`src/rtl/dm_cache_pkg.sv`:
```
`default_nettype none
// ============================================================================
// Module   : dm_cache_pkg
// Brief    : Shared types, widths and address field helpers for dm_wb_cache.
// Revision : 1.0 - initial release
// ============================================================================
package dm_cache_pkg;

  localparam int OFS_W    = 4;
  localparam int WORDS    = 4;
  localparam int ADDR_MAX = 64;

  typedef enum logic [3:0] {
    IDLE    = 4'd0,
    WB_REQ  = 4'd1,
    WB_WAIT = 4'd2,
    AL_REQ  = 4'd3,
    AL_WAIT = 4'd4,
    FL_SCAN = 4'd5,
    FL_REQ  = 4'd6,
    FL_WAIT = 4'd7,
    DONE    = 4'd8
  } state_e;

  function automatic int line_w(input int bit_w);
    return WORDS * bit_w;
  endfunction

  function automatic int tag_w(input int addr_w, input int idx_w);
    return addr_w - idx_w - OFS_W;
  endfunction

  // Helpers operate on a zero-extended address; callers truncate the result.
  function automatic logic [ADDR_MAX-1:0] addr_tag(input logic [ADDR_MAX-1:0] a, input int idx_w);
    return a >> (idx_w + OFS_W);
  endfunction

  function automatic logic [ADDR_MAX-1:0] addr_idx(input logic [ADDR_MAX-1:0] a, input int idx_w);
    return (a >> OFS_W) & ((ADDR_MAX'(1) << idx_w) - ADDR_MAX'(1));
  endfunction

  function automatic logic [1:0] addr_word(input logic [ADDR_MAX-1:0] a);
    return a[3:2];
  endfunction

endpackage
`default_nettype wire

```
`src/rtl/dm_wb_cache_if.sv`:
```
`default_nettype none
// ============================================================================
// Module   : dm_wb_cache_if
// Brief    : CPU-side and memory-side bus bundle of the data cache.
// Revision : 1.0 - initial release
// ============================================================================
interface dm_wb_cache_if #(
  parameter int BIT_W  = 32,
  parameter int ADDR_W = 32
);
  logic                i_proc_cen;
  logic                i_proc_wen;
  logic [ADDR_W-1:0]   i_proc_addr;
  logic [BIT_W-1:0]    i_proc_wdata;
  logic [BIT_W-1:0]    o_proc_rdata;
  logic                o_proc_stall;
  logic                i_proc_finish;
  logic                o_cache_finish;
  logic                o_mem_cen;
  logic                o_mem_wen;
  logic [ADDR_W-1:0]   o_mem_addr;
  logic [4*BIT_W-1:0]  o_mem_wdata;
  logic [4*BIT_W-1:0]  i_mem_rdata;
  logic                i_mem_stall;

  modport slave (
    input  i_proc_cen, i_proc_wen, i_proc_addr, i_proc_wdata, i_proc_finish,
    input  i_mem_rdata, i_mem_stall,
    output o_proc_rdata, o_proc_stall, o_cache_finish,
    output o_mem_cen, o_mem_wen, o_mem_addr, o_mem_wdata
  );

  modport master (
    output i_proc_cen, i_proc_wen, i_proc_addr, i_proc_wdata, i_proc_finish,
    output i_mem_rdata, i_mem_stall,
    input  o_proc_rdata, o_proc_stall, o_cache_finish,
    input  o_mem_cen, o_mem_wen, o_mem_addr, o_mem_wdata
  );
endinterface
`default_nettype wire

```
`src/rtl/dm_cache_array.sv`:
```
`default_nettype none
// ============================================================================
// Module   : dm_cache_array
// Brief    : Valid/dirty/tag/data storage with combinational read port.
// Revision : 1.0 - initial release
// ============================================================================
module dm_cache_array #(
  parameter int BIT_W = 32,
  parameter int TAG_W = 24,
  parameter int IDX_W = 4
) (
  input  wire logic                 i_clk,
  input  wire logic                 i_rst,
  input  wire logic [IDX_W-1:0]     i_rd_idx,
  output logic                      o_rd_valid,
  output logic                      o_rd_dirty,
  output logic [TAG_W-1:0]          o_rd_tag,
  output logic [4*BIT_W-1:0]        o_rd_line,
  input  wire logic                 i_wr_en,
  input  wire logic [IDX_W-1:0]     i_wr_idx,
  input  wire logic [1:0]           i_wr_word,
  input  wire logic [BIT_W-1:0]     i_wr_data,
  input  wire logic                 i_fill_en,
  input  wire logic [IDX_W-1:0]     i_fill_idx,
  input  wire logic [TAG_W-1:0]     i_fill_tag,
  input  wire logic [4*BIT_W-1:0]   i_fill_line,
  input  wire logic                 i_clr_en,
  input  wire logic [IDX_W-1:0]     i_clr_idx
);
  localparam int NLINES = 1 << IDX_W;

  logic [NLINES-1:0]  r_valid;
  logic [NLINES-1:0]  r_dirty;
  logic [TAG_W-1:0]   r_tag  [NLINES];
  logic [4*BIT_W-1:0] r_data [NLINES];

  assign o_rd_valid = r_valid[i_rd_idx];
  assign o_rd_dirty = r_dirty[i_rd_idx];
  assign o_rd_tag   = r_tag[i_rd_idx];
  assign o_rd_line  = r_data[i_rd_idx];

  always_ff @(posedge i_clk or posedge i_rst) begin
    if (i_rst) begin
      r_valid <= '0;
      r_dirty <= '0;
    end else begin
      if (i_fill_en) begin
        r_valid[i_fill_idx] <= 1'b1;
        r_dirty[i_fill_idx] <= 1'b0;
      end
      if (i_wr_en)  r_dirty[i_wr_idx]  <= 1'b1;
      if (i_clr_en) r_dirty[i_clr_idx] <= 1'b0;
    end
  end

  // Payload needs no reset: a cleared valid bit hides it.
  always_ff @(posedge i_clk) begin
    if (i_fill_en) begin
      r_tag[i_fill_idx]  <= i_fill_tag;
      r_data[i_fill_idx] <= i_fill_line;
    end else if (i_wr_en) begin
      r_data[i_wr_idx][i_wr_word*BIT_W +: BIT_W] <= i_wr_data;
    end
  end

endmodule
`default_nettype wire

```
`src/rtl/dm_wb_cache.sv`:
```
`default_nettype none
// ============================================================================
// Module   : dm_wb_cache
// Brief    : Direct-mapped write-back write-allocate data cache with flush.
//            Optional hit/miss counters when CACHE_PERF_EN is defined.
// Revision : 1.0 - initial release
// ============================================================================
module dm_wb_cache
  import dm_cache_pkg::*;
#(
  parameter int BIT_W  = 32,
  parameter int ADDR_W = 32,
  parameter int IDX_W  = 4
) (
  input  wire logic        i_clk,
  input  wire logic        i_rst,
  dm_wb_cache_if.slave     bus
`ifdef CACHE_PERF_EN
  ,
  output logic [31:0]      o_hit_cnt,
  output logic [31:0]      o_miss_cnt
`endif
);
  localparam int LINE_W = line_w(BIT_W);
  localparam int TAG_W  = tag_w(ADDR_W, IDX_W);

  state_e              r_state;
  logic [IDX_W-1:0]    r_fl_ptr;
  logic                r_mem_cen;
  logic                r_mem_wen;
  logic [ADDR_W-1:0]   r_mem_addr;
  logic [LINE_W-1:0]   r_mem_wdata;
  logic                r_cache_finish;

  logic [TAG_W-1:0]    w_req_tag;
  logic [IDX_W-1:0]    w_req_idx;
  logic [1:0]          w_req_word;
  logic [IDX_W-1:0]    w_rd_idx;
  logic                w_rd_valid;
  logic                w_rd_dirty;
  logic [TAG_W-1:0]    w_rd_tag;
  logic [LINE_W-1:0]   w_rd_line;
  logic [BIT_W-1:0]    w_rd_word;
  logic                w_hit;
  logic                w_flushing;
  logic [ADDR_W-1:0]   w_victim_addr;
  logic [ADDR_W-1:0]   w_req_line_addr;

  assign w_req_tag  = TAG_W'(addr_tag(ADDR_MAX'(bus.i_proc_addr), IDX_W));
  assign w_req_idx  = IDX_W'(addr_idx(ADDR_MAX'(bus.i_proc_addr), IDX_W));
  assign w_req_word = addr_word(ADDR_MAX'(bus.i_proc_addr));

  // The victim always shares the request index, so one read port serves both.
  assign w_flushing = (r_state == FL_SCAN) || (r_state == FL_REQ) || (r_state == FL_WAIT);
  assign w_rd_idx   = w_flushing ? r_fl_ptr : w_req_idx;

  dm_cache_array #(
    .BIT_W (BIT_W),
    .TAG_W (TAG_W),
    .IDX_W (IDX_W)
  ) u_array (
    .i_clk       (i_clk),
    .i_rst       (i_rst),
    .i_rd_idx    (w_rd_idx),
    .o_rd_valid  (w_rd_valid),
    .o_rd_dirty  (w_rd_dirty),
    .o_rd_tag    (w_rd_tag),
    .o_rd_line   (w_rd_line),
    .i_wr_en     ((r_state == IDLE) && bus.i_proc_cen && bus.i_proc_wen && w_hit),
    .i_wr_idx    (w_req_idx),
    .i_wr_word   (w_req_word),
    .i_wr_data   (bus.i_proc_wdata),
    .i_fill_en   ((r_state == AL_WAIT) && !bus.i_mem_stall),
    .i_fill_idx  (w_req_idx),
    .i_fill_tag  (w_req_tag),
    .i_fill_line (bus.i_mem_rdata),
    .i_clr_en    (((r_state == WB_WAIT) || (r_state == FL_WAIT)) && !bus.i_mem_stall),
    .i_clr_idx   (w_rd_idx)
  );

  assign w_rd_word       = w_rd_line[w_req_word*BIT_W +: BIT_W];
  assign w_hit           = w_rd_valid && (w_rd_tag == w_req_tag);
  assign w_victim_addr   = {w_rd_tag, w_rd_idx, {OFS_W{1'b0}}};
  assign w_req_line_addr = {w_req_tag, w_req_idx, {OFS_W{1'b0}}};

  assign bus.o_proc_rdata   = ((r_state == IDLE) && bus.i_proc_cen && !bus.i_proc_wen && w_hit)
                              ? w_rd_word : '0;
  assign bus.o_proc_stall   = bus.i_proc_cen && !((r_state == IDLE) && w_hit);
  assign bus.o_mem_cen      = r_mem_cen;
  assign bus.o_mem_wen      = r_mem_wen;
  assign bus.o_mem_addr     = r_mem_addr;
  assign bus.o_mem_wdata    = r_mem_wdata;
  assign bus.o_cache_finish = r_cache_finish;

  always_ff @(posedge i_clk or posedge i_rst) begin
    if (i_rst) begin
      r_state        <= IDLE;
      r_fl_ptr       <= '0;
      r_mem_cen      <= 1'b0;
      r_mem_wen      <= 1'b0;
      r_mem_addr     <= '0;
      r_mem_wdata    <= '0;
      r_cache_finish <= 1'b0;
    end else begin
      case (r_state)
        IDLE: begin
          // A pending CPU request takes priority over a flush request.
          if (bus.i_proc_cen) begin
            if (!w_hit) begin
              r_mem_cen <= 1'b1;
              if (w_rd_valid && w_rd_dirty) begin
                r_state     <= WB_REQ;
                r_mem_wen   <= 1'b1;
                r_mem_addr  <= w_victim_addr;
                r_mem_wdata <= w_rd_line;
              end else begin
                r_state    <= AL_REQ;
                r_mem_wen  <= 1'b0;
                r_mem_addr <= w_req_line_addr;
              end
            end
          end else if (bus.i_proc_finish) begin
            r_state  <= FL_SCAN;
            r_fl_ptr <= '0;
          end
        end
        WB_REQ: begin
          r_mem_cen <= 1'b0;
          r_mem_wen <= 1'b0;
          r_state   <= WB_WAIT;
        end
        WB_WAIT: begin
          if (!bus.i_mem_stall) begin
            r_state    <= AL_REQ;
            r_mem_cen  <= 1'b1;
            r_mem_addr <= w_req_line_addr;
          end
        end
        AL_REQ: begin
          r_mem_cen <= 1'b0;
          r_state   <= AL_WAIT;
        end
        AL_WAIT: begin
          if (!bus.i_mem_stall) r_state <= IDLE;
        end
        FL_SCAN: begin
          // After a write-back the same line is rescanned, now clean.
          if (w_rd_valid && w_rd_dirty) begin
            r_state     <= FL_REQ;
            r_mem_cen   <= 1'b1;
            r_mem_wen   <= 1'b1;
            r_mem_addr  <= w_victim_addr;
            r_mem_wdata <= w_rd_line;
          end else if (&r_fl_ptr) begin
            r_state        <= DONE;
            r_cache_finish <= 1'b1;
          end else begin
            r_fl_ptr <= r_fl_ptr + 1'b1;
          end
        end
        FL_REQ: begin
          r_mem_cen <= 1'b0;
          r_mem_wen <= 1'b0;
          r_state   <= FL_WAIT;
        end
        FL_WAIT: begin
          if (!bus.i_mem_stall) r_state <= FL_SCAN;
        end
        DONE: begin
          r_cache_finish <= 1'b1;
        end
        default: begin
          r_state <= IDLE;
        end
      endcase
    end
  end

`ifdef CACHE_PERF_EN
  logic r_miss_pend;
  logic w_req_done;

  assign w_req_done = (r_state == IDLE) && bus.i_proc_cen && w_hit;

  // The re-hit that ends a miss is credited to the miss counter only.
  always_ff @(posedge i_clk or posedge i_rst) begin
    if (i_rst) begin
      r_miss_pend <= 1'b0;
      o_hit_cnt   <= '0;
      o_miss_cnt  <= '0;
    end else begin
      if ((r_state == IDLE) && bus.i_proc_cen && !w_hit) r_miss_pend <= 1'b1;
      if (w_req_done) begin
        r_miss_pend <= 1'b0;
        if (r_miss_pend) begin
          if (o_miss_cnt != 32'hFFFF_FFFF) o_miss_cnt <= o_miss_cnt + 32'd1;
        end else begin
          if (o_hit_cnt != 32'hFFFF_FFFF) o_hit_cnt <= o_hit_cnt + 32'd1;
        end
      end
    end
  end
`endif

endmodule
`default_nettype wire

```
`src/flat_wrapper.sv`:
```
// flat-port wrapper written by rule: the top's interface ports become plain ports
module dm_wb_cache_flat import dm_cache_pkg::*;
#(
  parameter int BIT_W  = 32,
  parameter int ADDR_W = 32,
  parameter int IDX_W  = 4
)
  (i_clk, i_rst, bus_i_proc_cen, bus_i_proc_wen, bus_i_proc_addr, bus_i_proc_wdata, bus_i_proc_finish, bus_i_mem_rdata, bus_i_mem_stall, bus_o_proc_rdata, bus_o_proc_stall, bus_o_cache_finish, bus_o_mem_cen, bus_o_mem_wen, bus_o_mem_addr, bus_o_mem_wdata);
  dm_wb_cache_if #(.BIT_W(BIT_W), .ADDR_W(ADDR_W)) bus_i ();
  input  wire logic i_clk;
  input  wire logic i_rst;
  input wire logic [$bits(bus_i.i_proc_cen)-1:0] bus_i_proc_cen;
  input wire logic [$bits(bus_i.i_proc_wen)-1:0] bus_i_proc_wen;
  input wire logic [$bits(bus_i.i_proc_addr)-1:0] bus_i_proc_addr;
  input wire logic [$bits(bus_i.i_proc_wdata)-1:0] bus_i_proc_wdata;
  input wire logic [$bits(bus_i.i_proc_finish)-1:0] bus_i_proc_finish;
  input wire logic [$bits(bus_i.i_mem_rdata)-1:0] bus_i_mem_rdata;
  input wire logic [$bits(bus_i.i_mem_stall)-1:0] bus_i_mem_stall;
  output wire logic [$bits(bus_i.o_proc_rdata)-1:0] bus_o_proc_rdata;
  output wire logic [$bits(bus_i.o_proc_stall)-1:0] bus_o_proc_stall;
  output wire logic [$bits(bus_i.o_cache_finish)-1:0] bus_o_cache_finish;
  output wire logic [$bits(bus_i.o_mem_cen)-1:0] bus_o_mem_cen;
  output wire logic [$bits(bus_i.o_mem_wen)-1:0] bus_o_mem_wen;
  output wire logic [$bits(bus_i.o_mem_addr)-1:0] bus_o_mem_addr;
  output wire logic [$bits(bus_i.o_mem_wdata)-1:0] bus_o_mem_wdata;
  assign bus_i.i_proc_cen = bus_i_proc_cen;
  assign bus_i.i_proc_wen = bus_i_proc_wen;
  assign bus_i.i_proc_addr = bus_i_proc_addr;
  assign bus_i.i_proc_wdata = bus_i_proc_wdata;
  assign bus_i.i_proc_finish = bus_i_proc_finish;
  assign bus_i.i_mem_rdata = bus_i_mem_rdata;
  assign bus_i.i_mem_stall = bus_i_mem_stall;
  assign bus_o_proc_rdata = bus_i.o_proc_rdata;
  assign bus_o_proc_stall = bus_i.o_proc_stall;
  assign bus_o_cache_finish = bus_i.o_cache_finish;
  assign bus_o_mem_cen = bus_i.o_mem_cen;
  assign bus_o_mem_wen = bus_i.o_mem_wen;
  assign bus_o_mem_addr = bus_i.o_mem_addr;
  assign bus_o_mem_wdata = bus_i.o_mem_wdata;
  dm_wb_cache #(.BIT_W(BIT_W), .ADDR_W(ADDR_W), .IDX_W(IDX_W)) u_core (.i_clk(i_clk), .i_rst(i_rst), .bus(bus_i));
endmodule
```
`config.mk`:
```
export PLATFORM = sky130hd
export DESIGN_NAME = dm_wb_cache_flat
export DESIGN_NICKNAME = d
export VERILOG_FILES = /design/src/rtl/dm_cache_pkg.sv /design/src/rtl/dm_wb_cache_if.sv /design/src/rtl/dm_cache_array.sv /design/src/rtl/dm_wb_cache.sv /design/src/flat_wrapper.sv
export SDC_FILE = /design/constraint.sdc
export NUM_CORES = 2
export LEC_CHECK = 0
export CORE_ASPECT_RATIO = 0.7
export CORE_MARGIN = 1.5
export CORE_UTILIZATION = 40
export CTS_CLUSTER_SIZE = 10
export DETAILED_ROUTE_END_ITERATION = 16
export PLACE_DENSITY = 0.53
export SLEW_MARGIN = 20
export SYNTH_ARGS = -nofsm -noshare
export SYNTH_HDL_FRONTEND = slang
export SYNTH_SLANG_ARGS = --single-unit
```
`constraint.sdc`:
```
create_clock -name i_clk -period 10.6 [get_ports i_clk]
set_input_delay 1.59 -clock i_clk [delete_from_list [all_inputs] [get_ports i_clk]]
set_output_delay 1.59 -clock i_clk [all_outputs]
set_load 0.01 [all_outputs]
```
==> run summary <==
Via count - 76,460
Peak VDD IR - 0.207 mV
Total gr overflow - 0
Number of max-cap violations - 0
Count of final hold-check violations - 0
Status - completed
Dpl hpwl - 233,000 um
Initial Utilization - 0.402
Worst Max-Slew Pin Slew - 1.26 ns
Share of the synthesized area in the top cell type - 0.660
Global-route wire length before repair - 546,000 um
Synth Flop Type - edfxtp_1
Final min period - 9.33 ns
Max Slew Vio Count - 0
Crit path max fanout - 32
Chip Height - 443 um
Number of synthesized flops with an enable pin - 2,432
Power, Total - 30,500 uW
Max Clock Freq - 107 MHz
Seq cells post-synth - 2,631
Initial antenna violation count - 61
Die width - 632 um
Top cells by count, synth - edfxtp_1 (2,432), nand2_1 (2,377), nand3_1 (879)
CTS max path bufs - 4
Vias in the first global route - 70,597
Clock sink count - 2,631
Layout fillers - 24,276
Synth Cell Area - 111,000 um2
IO Pins - 394
Avg Cell Area, Syn - 12.5 um2
Crit path required time - 9.01 ns
WL/cell - 30.1 um
Most numerous cell in the Yosys netlist - edfxtp_1
Crit path launch type - primary input
Crit path capture type - output port
Hold Buf Count CTS - 0
Post-CTS Setup Inserts - 0
Core area - 275,000 um2
Distinct cells, synth - 73
Port bufs - 387
Leading area contributor after synthesis - edfxtp_1
H-tree levels - 5
Vias/cell - 5.84
First-pass iteration count of the detailed router - 6
Hold Crit Depth - 1
CTS tree - built
FF+latch area - 78,000 um2
Post-synthesis cell count - 8,845
Area grow syn2layout - 17.1%
Share of layout cells above drive strength 1 - 0.107
Tcrit/Tclk final - 0.880
Final Worst Setup Slack - 1.27 ns
GPL Wtd Cong - 0.905
Post-synthesis sequential area ratio - 0.705
Clock Tree Root - clkbuf_16
Kind of critical path - primary input to output port
GRT Total Usage - 0.274
Area occupied by multi-input gates - 30,700 um2
Routed Antenna Nets - 0
Worst slack at placement - 1.60 ns
CTS buffer count - 309
Ys async rst share - 0.0756
Nets - 9,416
CTS clk-pin slew, worst paths - 0.06 ns
Largest net degree at the start of global routing - 173
Skew final - 0.0640 ns
Initial detailed-routing violation count - 9,766
RSZ-0062 raised after global routing - no
Row cnt - 161
Worst relative slew slack - 0.157
Power per cell area - 235 nW/um2
Synth warn - 0
Die ar. - 280,000 um2
Final wirelength - 393,000 um
Hold Path Class - flop to flop
Clk_lat worst skew - 0.87 ns
Cells after DPL - 12,567
Synth top area cells - edfxtp_1 (66%), nand2_1 (8.1%), dfrtp_1 (4.5%)
Post-layout instance count excluding filler cells - 13,087
Leak - 0.0468 uW
DRC Markers - 0
Post-cts resize count - 0
R2R cell count - 14
Setup TNS - 0 ns
Critical Path AT - 7.74 ns
Finish-stage setup viols - 0
==> through the flow <==
stage                     hold slack (ns)  instance area (um2)   util
after global routing                0.477               130000  0.471
after floorplan                     0.433               111000      -
final                               0.466               130000  0.471
after CTS                           0.464               129000  0.470
after global placement              0.446               121000  0.438
after detailed placement            0.451               121000  0.438
==> cells by family after synthesis <==
logic type,Yosys count,share of synthesized area
flops,2631,0.705
other cells,1,0.0000339
xor+xnor,19,0.00150
compound gates,950,0.0641
simple gates,3968,0.158
mux,369,0.0383
fa+ha+maj,6,0.000678
buf+inv,901,0.0327
==> report_power, final <==
group / internal, uW / switching, uW / leakage [uW]
sequential: 11600 / 222 / 0.0240
clock: 5540 / 4070 / 0.00420
combinational: 2750 / 6280 / 0.0186
total: 19900 / 10600 / 0.0468
==> final timing paths <==
check,start,endpoint,slack (ns)
max,bus_i_proc_addr[6],bus_o_proc_rdata[8],1.27
max reg2reg,u_core.r_state[1]$_DFFE_PP0P_,u_core.u_array.r_data[7][36]$_DFFE_PP_,2.56
min in group asynchronous,i_rst,u_core.r_fl_ptr[0]$_DFFE_PP0P_,1.41
min reg2reg,u_core.u_array.r_valid[1]$_DFFE_PP0P_,u_core.u_array.r_valid[1]$_DFFE_PP0P_,0.47
min,u_core.u_array.r_valid[1]$_DFFE_PP0P_,u_core.u_array.r_valid[1]$_DFFE_PP0P_,0.47
max in group asynchronous,i_rst,u_core.u_array.r_dirty[12]$_DFF_PP0_,7.58
==> metal layers <==
metal,track usage,wire length (um),vias up
li1,-,-,33062
met1,0.388,163000,38961
met2,0.398,172000,3715
met3,0.0507,35200,710
met4,0.151,23300,12
met5,0,75,-
==> worst max-delay path, stage by stage <==
cell and delay (ns):
clkdlybuf4s50_1 1.02, nor2b_1 0.21, o21ai_1 0.19, a211oi_4 0.79
a32oi_1 0.21, nand4_1 0.22, xnor2_1 0.15, nand4_1 0.36
nor3b_1 0.84, nand4_1 0.18, buf_4 0.22, or3_2 0.82
nor2_1 0.27, clkdlybuf4s50_1 0.56
==> final cells by class <==
class	count	share of cell area
clock buffer	455	0.0662
multi-input combinational	5316	0.236
timing repair buffer	707	0.0511
clock inverter	16	0.000984
inverter	247	0.00721
sequential	2631	0.602
antenna	48	0.000927
tap	3667	0.0354
==> cell usage in the layout (no fill, tap or decap), types with 130 or more instances in the layout <==
cell type | netlist | final
edfxtp_1 | 2432 | 2432
nand2_1 | 2377 | 2370
nand3_1 | 879 | 878
clkdlybuf4s50_1 | 0 | 384
and3_1 | 345 | 344
clkbuf_16 | 0 | 321
buf_4 | 16 | 293
a311oi_1 | 292 | 292
inv_1 | 246 | 244
mux2i_1 | 256 | 200
dfrtp_1 | 199 | 197
nand2b_1 | 131 | 131
o21ai_0 | 130 | 130
clkbuf_1 | 458 | 130
==> registers in the layout, summed over array words and instances (netlist names), 4 cells and up <==
signal and cells:
u_core.r_state 4, u_core.u_array.r_tag 384, u_core.bus.o_mem_addr 28, u_core.u_array.r_data 2048, u_core.bus.o_mem_wdata 128, u_core.u_array.r_dirty 16
u_core.r_fl_ptr 4, u_core.u_array.r_valid 16
Note: power is estimated with default switching activity, not from simulation.
